File: config.mk
export PLATFORM = sky130hd
export DESIGN_NAME = i2c_rx_fifo
export DESIGN_NICKNAME = d
export VERILOG_FILES = /design/src/rtl/i2c_rx_fifo.sv
export SDC_FILE = /design/constraint.sdc
export NUM_CORES = 1
export LEC_CHECK = 0
export BUFFER_PORTS_ARGS = -buffer_cell sky130_fd_sc_hd__buf_2
export CAP_MARGIN = 5
export CELL_PAD_IN_SITES_DETAIL_PLACEMENT = 0
export CELL_PAD_IN_SITES_GLOBAL_PLACEMENT = 1
export CORE_ASPECT_RATIO = 0.6
export CORE_MARGIN = 3
export CORE_UTILIZATION = 53
export DETAILED_ROUTE_END_ITERATION = 7
export GPL_TIMING_DRIVEN = 1
export PLACE_DENSITY_LB_ADDON = 0.1
export SLEW_MARGIN = 10
export SYNTH_ARGS = -nofsm -noshare
export SYNTH_HDL_FRONTEND = slang
export SYNTH_SLANG_ARGS = --single-unit
File: constraint.sdc
create_clock -name clk -period 6.4 [get_ports clk]
set_input_delay 0.64 -clock clk [delete_from_list [all_inputs] [get_ports clk]]
set_output_delay 0.64 -clock clk [all_outputs]
set_load 0.02 [all_outputs]
File: src/rtl/i2c_rx_fifo.sv
// Receive-side byte FIFO for the I2C slave path.
// First-word-fall-through read port with sticky overrun/underrun flags.
module i2c_rx_fifo #(
    parameter int DEPTH    = 8,
    parameter int AF_LEVEL = DEPTH - 1
) (
    input  logic                     clk,
    input  logic                     rst,
    input  logic                     RX_write_enable_slave,
    input  logic [7:0]               rx_data_slave,
    input  logic                     read_enable,
    input  logic                     flush,
    input  logic                     clear_errors,
    output logic [7:0]               read_data,
    output logic                     RX_fifo_empty,
    output logic                     RX_fifo_full,
    output logic                     RX_fifo_almost_full,
    output logic [$clog2(DEPTH):0]   count,
    output logic                     overrun,
    output logic                     underrun
);
    localparam int AW = $clog2(DEPTH);
    localparam int CW = AW + 1;

    logic [7:0]    mem [DEPTH];
    logic [AW-1:0] wr_ptr;
    logic [AW-1:0] rd_ptr;
    logic          rd_ok;
    logic          wr_ok;
    logic          ov_evt;
    logic          un_evt;

    assign RX_fifo_empty       = (count == '0);
    assign RX_fifo_full        = (count == CW'(DEPTH));
    assign RX_fifo_almost_full = (count >= CW'(AF_LEVEL));

    // A pop on a full FIFO frees the slot the same-cycle write lands in.
    assign rd_ok  = read_enable && !RX_fifo_empty && !flush;
    assign wr_ok  = RX_write_enable_slave && !flush && (!RX_fifo_full || rd_ok);
    assign ov_evt = RX_write_enable_slave && !flush && RX_fifo_full && !rd_ok;
    assign un_evt = read_enable && !flush && RX_fifo_empty;

    assign read_data = RX_fifo_empty ? 8'h00 : mem[rd_ptr];

    always_ff @(posedge clk) begin
        if (wr_ok) begin
            mem[wr_ptr] <= rx_data_slave;
        end
    end

    always_ff @(posedge clk or posedge rst) begin
        if (rst) begin
            wr_ptr <= '0;
            rd_ptr <= '0;
            count  <= '0;
        end else if (flush) begin
            wr_ptr <= '0;
            rd_ptr <= '0;
            count  <= '0;
        end else begin
            if (wr_ok) begin
                wr_ptr <= wr_ptr + AW'(1);
            end
            if (rd_ok) begin
                rd_ptr <= rd_ptr + AW'(1);
            end
            case ({wr_ok, rd_ok})
                2'b10:   count <= count + CW'(1);
                2'b01:   count <= count - CW'(1);
                default: count <= count;
            endcase
        end
    end

    // A fresh error event outranks a same-cycle clear.
    always_ff @(posedge clk or posedge rst) begin
        if (rst) begin
            overrun  <= 1'b0;
            underrun <= 1'b0;
        end else begin
            if (ov_evt) begin
                overrun <= 1'b1;
            end else if (clear_errors) begin
                overrun <= 1'b0;
            end
            if (un_evt) begin
                underrun <= 1'b1;
            end else if (clear_errors) begin
                underrun <= 1'b0;
            end
        end
    end
endmodule

Word-level counts from Yosys, hierarchy flattened. Memory sizes are Yosys's and may differ from the RTL's. Index checks and enable logic that the tools add are counted. Widths: inputs -> output; s select.

Bits in writable memories: 64. Register bits: 12. Logic and storage cells: 45. Memories kept: 1. Input bits: 14.

Memories: mem (words 8, bits a word 8, read ports 1, clocked after memory_dff 0, write ports 1, line 25) `logic [7:0] mem [DEPTH];`.

Multiplexer cells: 12. Magnitude comparators: 1. Add/sub/neg operators: 4. Equal/unequal tests: 3. Reductions and logical operators: 19.

Operator list (number): $mux 3 (4); $logic_and 1x1->1 (8); $mux 8 (1); $pmux 4 s2 (1); $reduce_bool 2->1 (4); $add 3x1->3 const B (2); $mux 1 (5); $add 4x1->4 const B (1); $eq 4x4->1 const B (1); $ge 4x3->1 const B (1); $logic_not 1->1 (4); $logic_not 4->1 (1); $mux 4 (1); $sub 4x1->4 const B (1); $reduce_bool 3->1 (1); $eq 2x1->1 const B (1); $eq 2x2->1 const B (1); $logic_or 1x1->1 (1).

Longest topological paths before layout.
Depth after elaboration: 9. Depth in mapped cells: 9. Depth with buffers taken out: 7.

Worst setup path before layout. No wires, ideal clock.

Path type: reg-to-reg. From: register count[0]. To: register count[3]. Setup slack: 3.874 ns. Path buffers: 2. Stages on the path, launching flop included: 9. Period minus slack after synthesis: 2.526 ns. Data arrival time: 2.399 ns. Cells stage by stage: dfrtp_1 > buf_6 > or4_4 > buf_6 > and2_4 > ha_1 > and3_1 > o311ai_2 > mux2_1.

Word-level cells in the longest chain between the ends: 9.

Ends and longest elaborated chain: from (decl) (line 18) `output logic [$clog2(DEPTH):0] count,`; from (signal assigned) (line 68) `2'b10: count <= count + CW'(1);`; from (signal assigned) (line 69) `2'b01: count <= count - CW'(1);`; from (signal assigned) (line 70) `default: count <= count;`; $logic_not 4->1 (line 33) `assign RX_fifo_empty = (count == '0);`; $logic_not 1->1 (line 38) `assign rd_ok = read_enable && !RX_fifo_empty && !flush;`; $logic_and 1x1->1 (2 in series) (line 38); $logic_or 1x1->1 (line 39) `assign wr_ok = RX_write_enable_slave && !flush && (!RX_fifo_full || rd_ok);`; $logic_and 1x1->1 (line 39); $eq 2x1->1 or $eq 2x2->1 (tied branches) (line 67) `case ({wr_ok, rd_ok})`; $pmux 4 s2 (line 67); $mux 4 (line 56) `end else if (flush) begin`.

Several ways; a longest one is shown, not always the timed one. A chain may end at the register's enable or synchronous reset.

Final worst setup path.
From: register rd_ptr[0]. To: output port read_data[1].

Word-level cells in the longest chain between the ends: 2.

Ends and longest elaborated chain: from (decl) (line 27) `logic [AW-1:0] rd_ptr;`; from (signal assigned) (line 65) `rd_ptr <= rd_ptr + AW'(1);`; $mem_v2 8x8; $mux 8 (line 43) `assign read_data = RX_fifo_empty ? 8'h00 : mem[rd_ptr];`; to (decl) (line 14) `output logic [7:0] read_data,`.

Every way passes these cells.

==> metrics.cfg <==
[timing]
drv_slew=0
fmax_mhz=329
report.final.setup_viol=0
timing.clock.skew_ns=0.00736
finalHoldViolations=0
worst_slew_margin_rel_pct=27.9
setup_repair_after_global_routing_missed_its_margin=no
max_slew.worst_pin.slew_ns=1.08
tns_ns=0
hold_ws_ns=0.323
period_needed_ns=3.04
post-route-period-util_pct=47.4

[synth]
asr_flop_ratio_synth_pct=15.8
synthFlopType=sky130_fd_sc_hd__edfxtp_1
post_synth_instance_area_mm2=0.00323
synth_enable_flop_cells=64
synthesis.yosys.warnings=0
syn-mean-instance-area_um2=17.2
synth.net_count=206
postSynthCellCount=188
synth_seq_cells=76
ys_types=37
seq_area_frac_synth_pct=68.8

[finish]
post_route_cells_drive_above_1_share_pct=30.8
antennaDiodeCount=0
finished_cell_area_mm2=0.00363
num-fill-cells=432
area_delta_synth_final_pct=12.2
finalCoreUtilization_pct=63.3
final_net_count=237

[setup_path]
slowest_stage=sky130_fd_sc_hd__dfrtp_1
cp_data_arrival_time_ns=2.40
critical_path_class=reg -> out
crit_path_start_kind=flop
worst_stage_delay_on_the_critical_path_ns=1.06
worst_ep_required_time_ns=5.76
crit_path_max_fanout=18
crit_path_cell_trace=mux4_2 > mux2i_1 > nor2_1 > buf_2
endpoint_kind=primary output

[clock_tree]
post_cts_buffers=0
cts_tree=yes
clock_tree.htree_level_count=3
clkSlewWorstSetupHoldPaths_ns=0.08
ctsHoldBuffers=0
ctsResizeCount=0
tritoncts_num_sinks=76
numCtsBuffers=9
clkLatencyLatePin_ns=0.34
cts-root-to-sink-buffers=2
cts.root.buffer_cell=sky130_fd_sc_hd__clkbuf_8

[die]
die_width_um=107
design.core.area_mm2=0.00573
io_pins=31
starting_density_of_the_core_pct=56.4
die_y_um=66.5
area_of_the_die_mm2=0.00710
std_cell_rows=21

[place]
numPortBuffers=30
detailed_place.area_mm2=0.00343
gp_congestion=0.769
place_hpwl_um=4140

[global_routing]
gr-usage-all-layers_pct=19.5
grt_start_max_net_pins=19
number_of_antenna_violations_at_the_first_check_in_global_routing=0
grt_pass1_vias=1808
grt_first_pass_wirelength_um=9690
global_route_total_overflow=0

[power_and_ir_drop]
p_per_area_mw_per_mm2=365
post-layout-total-power_uw=1320
peak_supply_drop_v=0.000125
power.static_leakage_uw=0.00131

[status]
status=finished, final reports clean

[detailed_routing]
antenna_left=0
vias_per_cell=5.72
via_count=1739
drt-total-wl_um=6100
avgRoutedWirePerCell_um=20.1
number_of_design_rule_violations_left_by_the_first_detailed_router_iteration=96
first_pass_iters=4
drc=0

[flow_run]
maxCapViolations=0

[min_path]
worstHoldPathType=in -> async

-- cells by family after synthesis --
family / share of synthesized area (%)
adders and majority gates: 1.55
AOI/OAI and AO/OA: 3.99
muxes: 14.6
buffers and inverters: 2.56
xor gates and xnor gates: 2.17
and+or+nand+nor: 6.35
DFF: 68.8
-- path summary, 6_finish.rpt --
| kind | start | endpoint | slack [ns] | depth (start not counted) |
|---|---|---|---|---|
| setup / recovery | rd_ptr[0] | read_data[1] | 3.36 | 4 |
| hold / removal | rst | wr_ptr[2] | 0.32 | 2 |
| setup reg to reg | count[3] | count[3] | 3.89 | 6 |
| hold reg to reg | underrun | underrun | 0.55 | 2 |
| max in group asynchronous | rst | rd_ptr[0] | 5.71 | 2 |
| min in group clk | clear_errors | underrun | 0.49 | 2 |
-- area by class of cell --
class	instances	area, um^2	area share (%)
flip-flops and latches	76	2220	61.3
multi-input cells	95	931	25.7
repair buffers	31	158	4.35
clock buffers	10	128	3.52
well taps	80	100	2.76
clock inverters	6	65.1	1.79
inverters	6	22.5	0.621
-- synth_stat cells (3+ instances only) --
cell type | count | area share [%]
sky130_fd_sc_hd__buf_2 | 3 | 0.46
sky130_fd_sc_hd__clkbuf_1 | 4 | 0.46
sky130_fd_sc_hd__dfrtp_1 | 12 | 9.3
sky130_fd_sc_hd__edfxtp_1 | 64 | 59
sky130_fd_sc_hd__ha_1 | 4 | 1.5
sky130_fd_sc_hd__inv_1 | 5 | 0.58
sky130_fd_sc_hd__mux2i_1 | 10 | 3.1
sky130_fd_sc_hd__mux4_2 | 16 | 11
sky130_fd_sc_hd__nand2_1 | 3 | 0.35
sky130_fd_sc_hd__nor2_1 | 23 | 2.7
sky130_fd_sc_hd__nor3_1 | 3 | 0.46
sky130_fd_sc_hd__xnor2_1 | 3 | 0.81
sky130_fd_sc_hd__xor2_1 | 5 | 1.4
-- routing by layer --
metal | routed length, um | up-vias | track usage (%) | share of wire [%]
met5 | 0 | - | 0 | 0
met3 | 409 | 5 | 6.39 | 6.7
li1 | - | 789 | - | -
met4 | 64 | 0 | 8.45 | 1.0
met2 | 2980 | 56 | 30.2 | 49
met1 | 2650 | 889 | 25.7 | 43
-- registers in the layout, summed over array words and instances, names as in the netlist --
name and cells:
underrun 1, rd_ptr 3, count 4, wr_ptr 3
overrun 1, mem 64
-- critical path: cells and delay by family, from the launching register on --
kind | cells | cell delay (ns)
mux | 2 | 0.77
simple gates | 1 | 0.06
flops | 1 | 1.06
buf+inv | 1 | 0.16
-- cells in the final DEF, fill, tap and decap left out, drive strengths merged --
master,count
o211ai,2
or3,1
o311ai,1
nor2,23
xnor2,3
a41o,1
buf,31
o21a,1
a211oi,1
and2,1
mux2i,10
xor2,5
dfrtp,12
clkbuf,10
a21oi,2
o21ai,1
ha,4
or4,1
a31o,2
nand3,2
nor3b,2
or4b,1
o311a,1
edfxtp,64
o32ai,1
clkinvlp,1
mux2,1
o2111ai,1
nand2b,2
mux4,16
nor2b,2
nor3,3
clkinv,5
inv,5
and3,1
bufinv,1
nand2,3
-- metrics by stage --
stage          instances  worst slack, ns
6_report             304             3.36
5_1_grt              304             3.12
4_1_cts              304             3.27
3_5_place_dp         288             3.65
3_3_place_gp         288             3.72
2_1_floorplan        188             3.87
-- power breakdown --
part           internal (uW)  switching, uW  total (uW)
Clock                    180            170         350
Combinational            163            185         348
Sequential               559           65.8         624
Note: power is estimated with default switching activity, not from simulation.
